===== src/rtl/if_inst_queue_if.sv =====
// Handshake bundle between pre-IF, the I$ response port, the IF instruction
// queue and the ID stage. The queue uses the slave modport; the side that
// drives fetch requests, I$ responses and ID back-pressure uses master.
interface if_inst_queue_if #(
    parameter int EXC_W = 19
);
    logic             flush;
    logic             req_fire;
    logic [31:0]      req_pc;
    logic [EXC_W-1:0] req_except;
    logic             resp_valid;
    logic [31:0]      resp_rdata;
    logic             q_full;
    logic             id_valid;
    logic             id_ready;
    logic [31:0]      id_pc;
    logic [31:0]      id_instr;
    logic [EXC_W-1:0] id_except;

    modport master (
        output flush, req_fire, req_pc, req_except, resp_valid, resp_rdata, id_ready,
        input  q_full, id_valid, id_pc, id_instr, id_except
    );

    modport slave (
        input  flush, req_fire, req_pc, req_except, resp_valid, resp_rdata, id_ready,
        output q_full, id_valid, id_pc, id_instr, id_except
    );
endinterface


===== src/rtl/if_inst_queue.sv =====
// IF-stage instruction queue. One in-order slot is allocated per accepted
// fetch, filled when the I$ answers (responses arrive in request order), and
// handed to ID through id_valid/id_ready. After a flush, responses still in
// flight for discarded slots are counted in drop_cnt and swallowed.
// Optional macro IFQ_BYPASS_EN: a response that fills the head slot is
// presented to ID in the same cycle; without it the response is registered
// first and reaches ID one cycle later.
module if_inst_queue #(
    parameter int DEPTH = 4,
    parameter int EXC_W = 19
) (
    input logic            clk,
    input logic            rst,
    if_inst_queue_if.slave bus
);
    localparam int PTR_W = $clog2(DEPTH);
    localparam int CNT_W = $clog2(DEPTH + 1);

    typedef logic [PTR_W-1:0] ptr_t;
    typedef logic [CNT_W-1:0] cnt_t;
    typedef logic [CNT_W:0]   wide_cnt_t;

    typedef struct packed {
        logic [31:0]      pc;
        logic [31:0]      instr;
        logic [EXC_W-1:0] except;
    } slot_data_t;

    slot_data_t       slot_data [DEPTH];
    logic [DEPTH-1:0] slot_valid;
    logic [DEPTH-1:0] slot_done;
    ptr_t             head;
    ptr_t             tail;
    cnt_t             count;
    cnt_t             drop_cnt;
    logic             q_full_r;

    logic      fill_found;
    ptr_t      fill_idx;
    cnt_t      pending;
    logic      resp_take;
    logic      fill_en;
    logic      bypass_hit;
    logic      id_valid_c;
    logic      enq;
    logic      deq;
    logic      resp_sub;
    cnt_t      count_next;
    wide_cnt_t drop_sum;

    // Locate the oldest allocated slot still waiting for I$ data and count all such slots.
    always_comb begin
        // NOTE: every always_comb output gets a default first so no path leaves it unassigned (no latch).
        fill_found = 1'b0;
        fill_idx   = head;
        pending    = '0;
        for (int i = 0; i < DEPTH; i++) begin
            if (!fill_found && slot_valid[head + ptr_t'(i)] && !slot_done[head + ptr_t'(i)]) begin
                fill_found = 1'b1;
                fill_idx   = head + ptr_t'(i);
            end
            pending = pending + cnt_t'(slot_valid[i] & ~slot_done[i]);
        end
    end

    // Per-cycle control: enqueue, fill, dequeue, occupancy and drop bookkeeping.
    always_comb begin
        enq       = bus.req_fire && !bus.flush && !q_full_r;
        resp_take = bus.resp_valid && (drop_cnt == '0) && !bus.flush;
        fill_en   = resp_take && fill_found;
`ifdef IFQ_BYPASS_EN
        bypass_hit = fill_en && (fill_idx == head);
`else
        bypass_hit = 1'b0;
`endif
        id_valid_c = !bus.flush && slot_valid[head] && (slot_done[head] || bypass_hit);
        deq        = id_valid_c && bus.id_ready;
        count_next = bus.flush ? '0 : count + cnt_t'(enq) - cnt_t'(deq);
        // A response landing in the flush cycle with nothing left to drop belongs to
        // one of the pending slots being discarded, so it cancels that slot's count.
        resp_sub   = bus.resp_valid && ((drop_cnt != '0) || bus.flush);
        drop_sum   = wide_cnt_t'(drop_cnt)
                   + (bus.flush ? wide_cnt_t'(pending) : '0)
                   - wide_cnt_t'(resp_sub);
    end

    // Head-slot presentation to ID; payload is zeroed whenever nothing is offered.
    always_comb begin
        bus.q_full    = q_full_r;
        bus.id_valid  = id_valid_c;
        bus.id_pc     = '0;
        bus.id_instr  = '0;
        bus.id_except = '0;
        if (id_valid_c) begin
            bus.id_pc     = slot_data[head].pc;
            bus.id_instr  = bypass_hit ? bus.resp_rdata : slot_data[head].instr;
            bus.id_except = slot_data[head].except;
        end
    end

    // Slot payload storage.
    always_ff @(posedge clk) begin
        // NOTE: payload RAM is not reset; valid/done gate every read and enqueue rewrites all fields.
        if (enq) begin
            slot_data[tail].pc     <= bus.req_pc;
            slot_data[tail].except <= bus.req_except;
            slot_data[tail].instr  <= '0;
        end
        if (fill_en && !(bypass_hit && deq)) begin
            slot_data[fill_idx].instr <= bus.resp_rdata;
        end
    end

    // Slot status, ring pointers, occupancy, full flag and drop counter.
    always_ff @(posedge clk) begin
        // NOTE: state registers use non-blocking assignments so every read sees pre-edge values.
        if (rst) begin
            slot_valid <= '0;
            slot_done  <= '0;
            head       <= '0;
            tail       <= '0;
            count      <= '0;
            drop_cnt   <= '0;
            q_full_r   <= 1'b0;
        end else begin
            if (bus.flush) begin
                slot_valid <= '0;
                head       <= '0;
                tail       <= '0;
            end else begin
                if (enq) begin
                    slot_valid[tail] <= 1'b1;
                    slot_done[tail]  <= |bus.req_except;
                    tail             <= tail + 1'b1;
                end
                if (fill_en) begin
                    slot_done[fill_idx] <= 1'b1;
                end
                if (deq) begin
                    slot_valid[head] <= 1'b0;
                    head             <= head + 1'b1;
                end
            end
            count    <= count_next;
            drop_cnt <= drop_sum[CNT_W-1:0];
            q_full_r <= (count_next == cnt_t'(DEPTH));
        end
    end

    // Protocol checks on pre-IF and I$ behaviour.
    a_no_req_when_full : assert property (@(posedge clk) disable iff (rst)
        !(bus.req_fire && q_full_r))
        else $error("if_inst_queue: req_fire asserted while q_full");

    a_resp_has_target : assert property (@(posedge clk) disable iff (rst)
        !(resp_take && !fill_found))
        else $error("if_inst_queue: I$ response with no outstanding slot");

    a_drop_bounded : assert property (@(posedge clk) disable iff (rst)
        drop_sum <= wide_cnt_t'(DEPTH))
        else $error("if_inst_queue: drop counter out of range");
endmodule

===== src/flat_wrapper.sv =====
// flat-port wrapper written by rule: the top's interface ports become plain ports
module if_inst_queue_flat 
#(
    parameter int DEPTH = 4,
    parameter int EXC_W = 19
)
  (clk, rst, bus_flush, bus_req_fire, bus_req_pc, bus_req_except, bus_resp_valid, bus_resp_rdata, bus_id_ready, bus_q_full, bus_id_valid, bus_id_pc, bus_id_instr, bus_id_except);
  if_inst_queue_if #(.EXC_W(EXC_W)) bus_i ();
  input logic clk;
  input logic rst;
  input wire logic [$bits(bus_i.flush)-1:0] bus_flush;
  input wire logic [$bits(bus_i.req_fire)-1:0] bus_req_fire;
  input wire logic [$bits(bus_i.req_pc)-1:0] bus_req_pc;
  input wire logic [$bits(bus_i.req_except)-1:0] bus_req_except;
  input wire logic [$bits(bus_i.resp_valid)-1:0] bus_resp_valid;
  input wire logic [$bits(bus_i.resp_rdata)-1:0] bus_resp_rdata;
  input wire logic [$bits(bus_i.id_ready)-1:0] bus_id_ready;
  output wire logic [$bits(bus_i.q_full)-1:0] bus_q_full;
  output wire logic [$bits(bus_i.id_valid)-1:0] bus_id_valid;
  output wire logic [$bits(bus_i.id_pc)-1:0] bus_id_pc;
  output wire logic [$bits(bus_i.id_instr)-1:0] bus_id_instr;
  output wire logic [$bits(bus_i.id_except)-1:0] bus_id_except;
  assign bus_i.flush = bus_flush;
  assign bus_i.req_fire = bus_req_fire;
  assign bus_i.req_pc = bus_req_pc;
  assign bus_i.req_except = bus_req_except;
  assign bus_i.resp_valid = bus_resp_valid;
  assign bus_i.resp_rdata = bus_resp_rdata;
  assign bus_i.id_ready = bus_id_ready;
  assign bus_q_full = bus_i.q_full;
  assign bus_id_valid = bus_i.id_valid;
  assign bus_id_pc = bus_i.id_pc;
  assign bus_id_instr = bus_i.id_instr;
  assign bus_id_except = bus_i.id_except;
  if_inst_queue #(.DEPTH(DEPTH), .EXC_W(EXC_W)) u_core (.clk(clk), .rst(rst), .bus(bus_i));
endmodule

===== config.mk =====
export PLATFORM = sky130hd
export DESIGN_NAME = if_inst_queue_flat
export DESIGN_NICKNAME = d
export VERILOG_FILES = /design/src/rtl/if_inst_queue_if.sv /design/src/rtl/if_inst_queue.sv /design/src/flat_wrapper.sv
export SDC_FILE = /design/constraint.sdc
export NUM_CORES = 1
export LEC_CHECK = 0
export CAP_MARGIN = 20
export CORE_ASPECT_RATIO = 0.5
export CORE_MARGIN = 3
export CORE_UTILIZATION = 60
export CTS_CLUSTER_DIAMETER = 200
export DETAILED_ROUTE_END_ITERATION = 16
export MAX_ROUTING_LAYER = met4
export PLACE_DENSITY = 0.85
export SLEW_MARGIN = 20
export SYNTH_ARGS = -nofsm -noshare
export SYNTH_HDL_FRONTEND = slang
export SYNTH_SLANG_ARGS = --single-unit

===== constraint.sdc =====
create_clock -name clk -period 10.2 [get_ports clk]
set_input_delay 1.02 -clock clk [delete_from_list [all_inputs] [get_ports clk]]
set_output_delay 1.02 -clock clk [all_outputs]
set_load 0.05 [all_outputs]

==> results.md <==
* Measured slew at the worst slew-check pin at 1.069 ns
* Share of layout cells above drive strength 1 at 15.66%
* Via count at 7947
* Worst slew margin at 28.70%
* Initial core utilization at 61.58%
* Initial antenna violation count at 0
* Adder-cell share of the synthesized area at 1.661%
* Top cells by count, synth: 332 x edfxtp_1, 100 x and2_1, 88 x nor2b_1
* Yosys top cell area share at 66.83%
* Critical path peak fanout at 36
* Unrepaired setup endpoints after global routing: false
* Final hold viol count at 0
* WP data arrival at 4.75 ns
* Hpwl dp at 17680 µm
* Pre-antenna DRT Iters at 5
* Synth Area in Compound Gates at 1.426%
* Area of the multi-input gates at 4235 µm²
* Syn_nets at 944
* Remaining routing DRC violations at 0
* VDD IR-drop max at 0.09580 mV
* Storage element area at 10400 µm²
* Max-cap violation count at 0
* Clock buffer depth at 3
* Vias in the first global route at 8518
* Top delay family on crit path: simple AND/OR/NAND/NOR gates
* Fin crit share at 44.78%
* Layout area overhead at 19.80%
* CP Launch Type: flip-flop
* Ranking of synthesized cells by area: edfxtp_1 67%, mux4_2 13%, and2_1 4.2%, nor2b_1 3.7%, dfxtp_1 2.8%
* Total leakage power at 0.005941 µW
* Worst Skew at 0.01026 ns
* Non-filler cells, final at 1364
* Buf/Inv on CP at 3
* Die Height at 117.5 µm
* Crit path cell chain: inv_4 > ha_1 > inv_1 > mux4_2 > o221ai_2 > xnor2_4 > nor3b_4 > buf_4 > or2_2
* Die ar. at 26900 µm²
* DRT Wirelength at 30560 µm
* Hold Path Class: flip-flop to flip-flop
* # H-tree levels at 1
* Most frequent cell after synthesis: edfxtp_1
* Post-CTS Repair Setup Buffers at 0
* First-pass GRT wire length at 48000 µm
* Drt wl/cell at 22.40 µm
* Post_cts resized at 0
* Clock Sink Count at 353
* Max Freq at 218.9 MHz
* Power density over the cells at 158.0 nW/µm²
* Die width at 229.0 µm
* Final setup violation count at 0
* Nets at 1113
* Outcome: completed
* Post-synth EDFFs at 332
* Max incr delay on CP at 0.81 ns
* Ports at 174
* Antenna Nets Post-Route at 0
* Number of fillers in the final layout at 1449
* Synth Register Bits at 353
* Clk_lat worst skew at 0.55 ns
* Antenna Cells at 0
* Post-synthesis xor/xnor area fraction at 0.5200%
* Core Area at 24220 µm²
* Critical path capture point type: flip-flop
* Aggregate global-route resource usage at 23.79%
* Initial DRC Count at 630
* Largest family of logic cells by synthesized area: multiplexers
* Total negative slack at 0 ns
* FP Rows at 40
* Root cell of the clock tree: clkbuf_16
* CTS Buf Count at 30
* Routability cong. at 0.8477
* Total grt overflow at 0
* PortBufs at 173
* Fin crit period at 4.568 ns
* TritonCTS clock tree: yes
* Hold-fix buffers, CTS at 0
* CP max-delay cell: xnor2_4
* Ys Warns at 0
* Clock transition at path regs at 0.07 ns
* Total Power at 2824 µW
* Yosys top cell by area: edfxtp_1
* Final Max Slew Viols at 0
* Proportion of synthesized area in mux cells at 13.34%
* Netlist cell types at 46
* Vias/cell at 5.826
* Post-synthesis sequential area ratio at 69.65%
* Predominant post-synthesis flop cell: edfxtp_1
* Mean post-synth cell area at 17.82 µm²
* Largest net degree at the start of global routing at 73
* Data required, critical path at 10.38 ns
* Cells after DPL at 1309
* Crit Path Category: flip-flop to flip-flop
* Asr flop ratio synth at 0%
* Post-synthesis simple-gate area fraction at 11.34%
* Syn Inst Count at 837
* Syn Std Cell Area at 14920 µm²
## cell usage in the layout, fill, tap and decap left out, types with 2 or more instances in the layout
master           synthesis  layout
dfxtp_4                  0       2
clkbuf_1                30       8
o21ba_2                  2       2
nand2b_1                 5       5
nor2b_1                 88      88
o21ai_0                  5       5
inv_1                   18      18
xnor2_1                  6       6
clkbuf_16                0      31
nor2_1                  15      15
and3_1                  32      32
nor3_1                   2       2
mux2i_1                  3       3
or2_2                    5       5
clkinv_2                 0       7
clkinv_1                 0       6
nand3b_1                 2       2
o31ai_1                  2       2
mux4_2                  87      87
o21a_1                   2       2
fa_1                     3       3
a21oi_1                 13      13
nand2_1                  4       4
and2_1                 100     100
edfxtp_1               332     332
buf_4                    6      11
ha_1                    15      15
and2_2                   0       4
nor4_1                   6       6
dfxtp_1                 21      19
clkdlybuf4s50_1          0     173
## per-stage QoR
step	instance area [µm²]	util, %	hold WS [ns]	worst slack, ns
2_1_floorplan	14920	-	0.4815	5.756
3_3_place_gp	16940	69.94	0.4955	5.418
3_5_place_dp	16940	69.94	0.5301	5.168
4_1_cts	17840	73.66	0.5476	5.153
5_1_grt	17870	73.78	0.5606	5.402
6_report	17870	73.78	0.5459	5.632
## worst paths after layout
path	from	to	slack (ns)	cells after the start
min reg2reg	u_core.count[2]	u_core.count[2]	0.55	2
max	u_core.head[0]	u_core.slot_data[1][35]	5.63	9
max reg2reg	u_core.head[0]	u_core.slot_data[1][35]	5.63	9
min	u_core.count[2]	u_core.count[2]	0.55	2
## sequential cells by signal (all words and copies together), names as in the netlist, named ones only
register and flops:
u_core.slot_done 4, u_core.tail 2, u_core.slot_data 332, u_core.head 2, u_core.bus.q_full 1, u_core.slot_valid 4
u_core.drop_cnt 3, u_core.count 3
## power breakdown
| part | switching, µW | internal, µW | total, µW |
|---|---|---|---|
| Combinational | 64.7 | 69.9 | 135 |
| Clock | 491 | 581 | 1070 |
| Sequential | 10.7 | 1610 | 1620 |
| Total | 567 | 2260 | 2820 |
## tightest hold or removal path, cell delays in order (launching register included)
cell and delay [ns]:
dfxtp_1 0.32, xnor2_1 0.10, nor2_1 0.09
## cells by family (layout without fill, tap and decap cells)
kind of cell    count (synthesis)  count (layout)
buf+inv                        67             258
compound gates                 29              29
fa+ha+maj                      18              18
mux                            90              90
simple gates                  272             272
flops                         353             353
xor+xnor                        8               8
## final cells by class
class	count	area share, %
clock inverter	15	0.5391
timing repair buffer	185	10.31
tap	336	2.352
inverter	19	0.4131
clock buffer	39	4.509
multi-input combinational	417	23.70
sequential	353	58.18
## per-layer routing
metal | vias to the layer above | routed length, µm | track usage, %
met4 | 0 | 841 | 7.864
met3 | 61 | 1368 | 3.312
met5 | - | 0 | -
met2 | 252 | 15940 | 39.75
li1 | 3535 | - | -
met1 | 4099 | 12400 | 30.82
No activity file was read; power rests on OpenSTA's default activity.
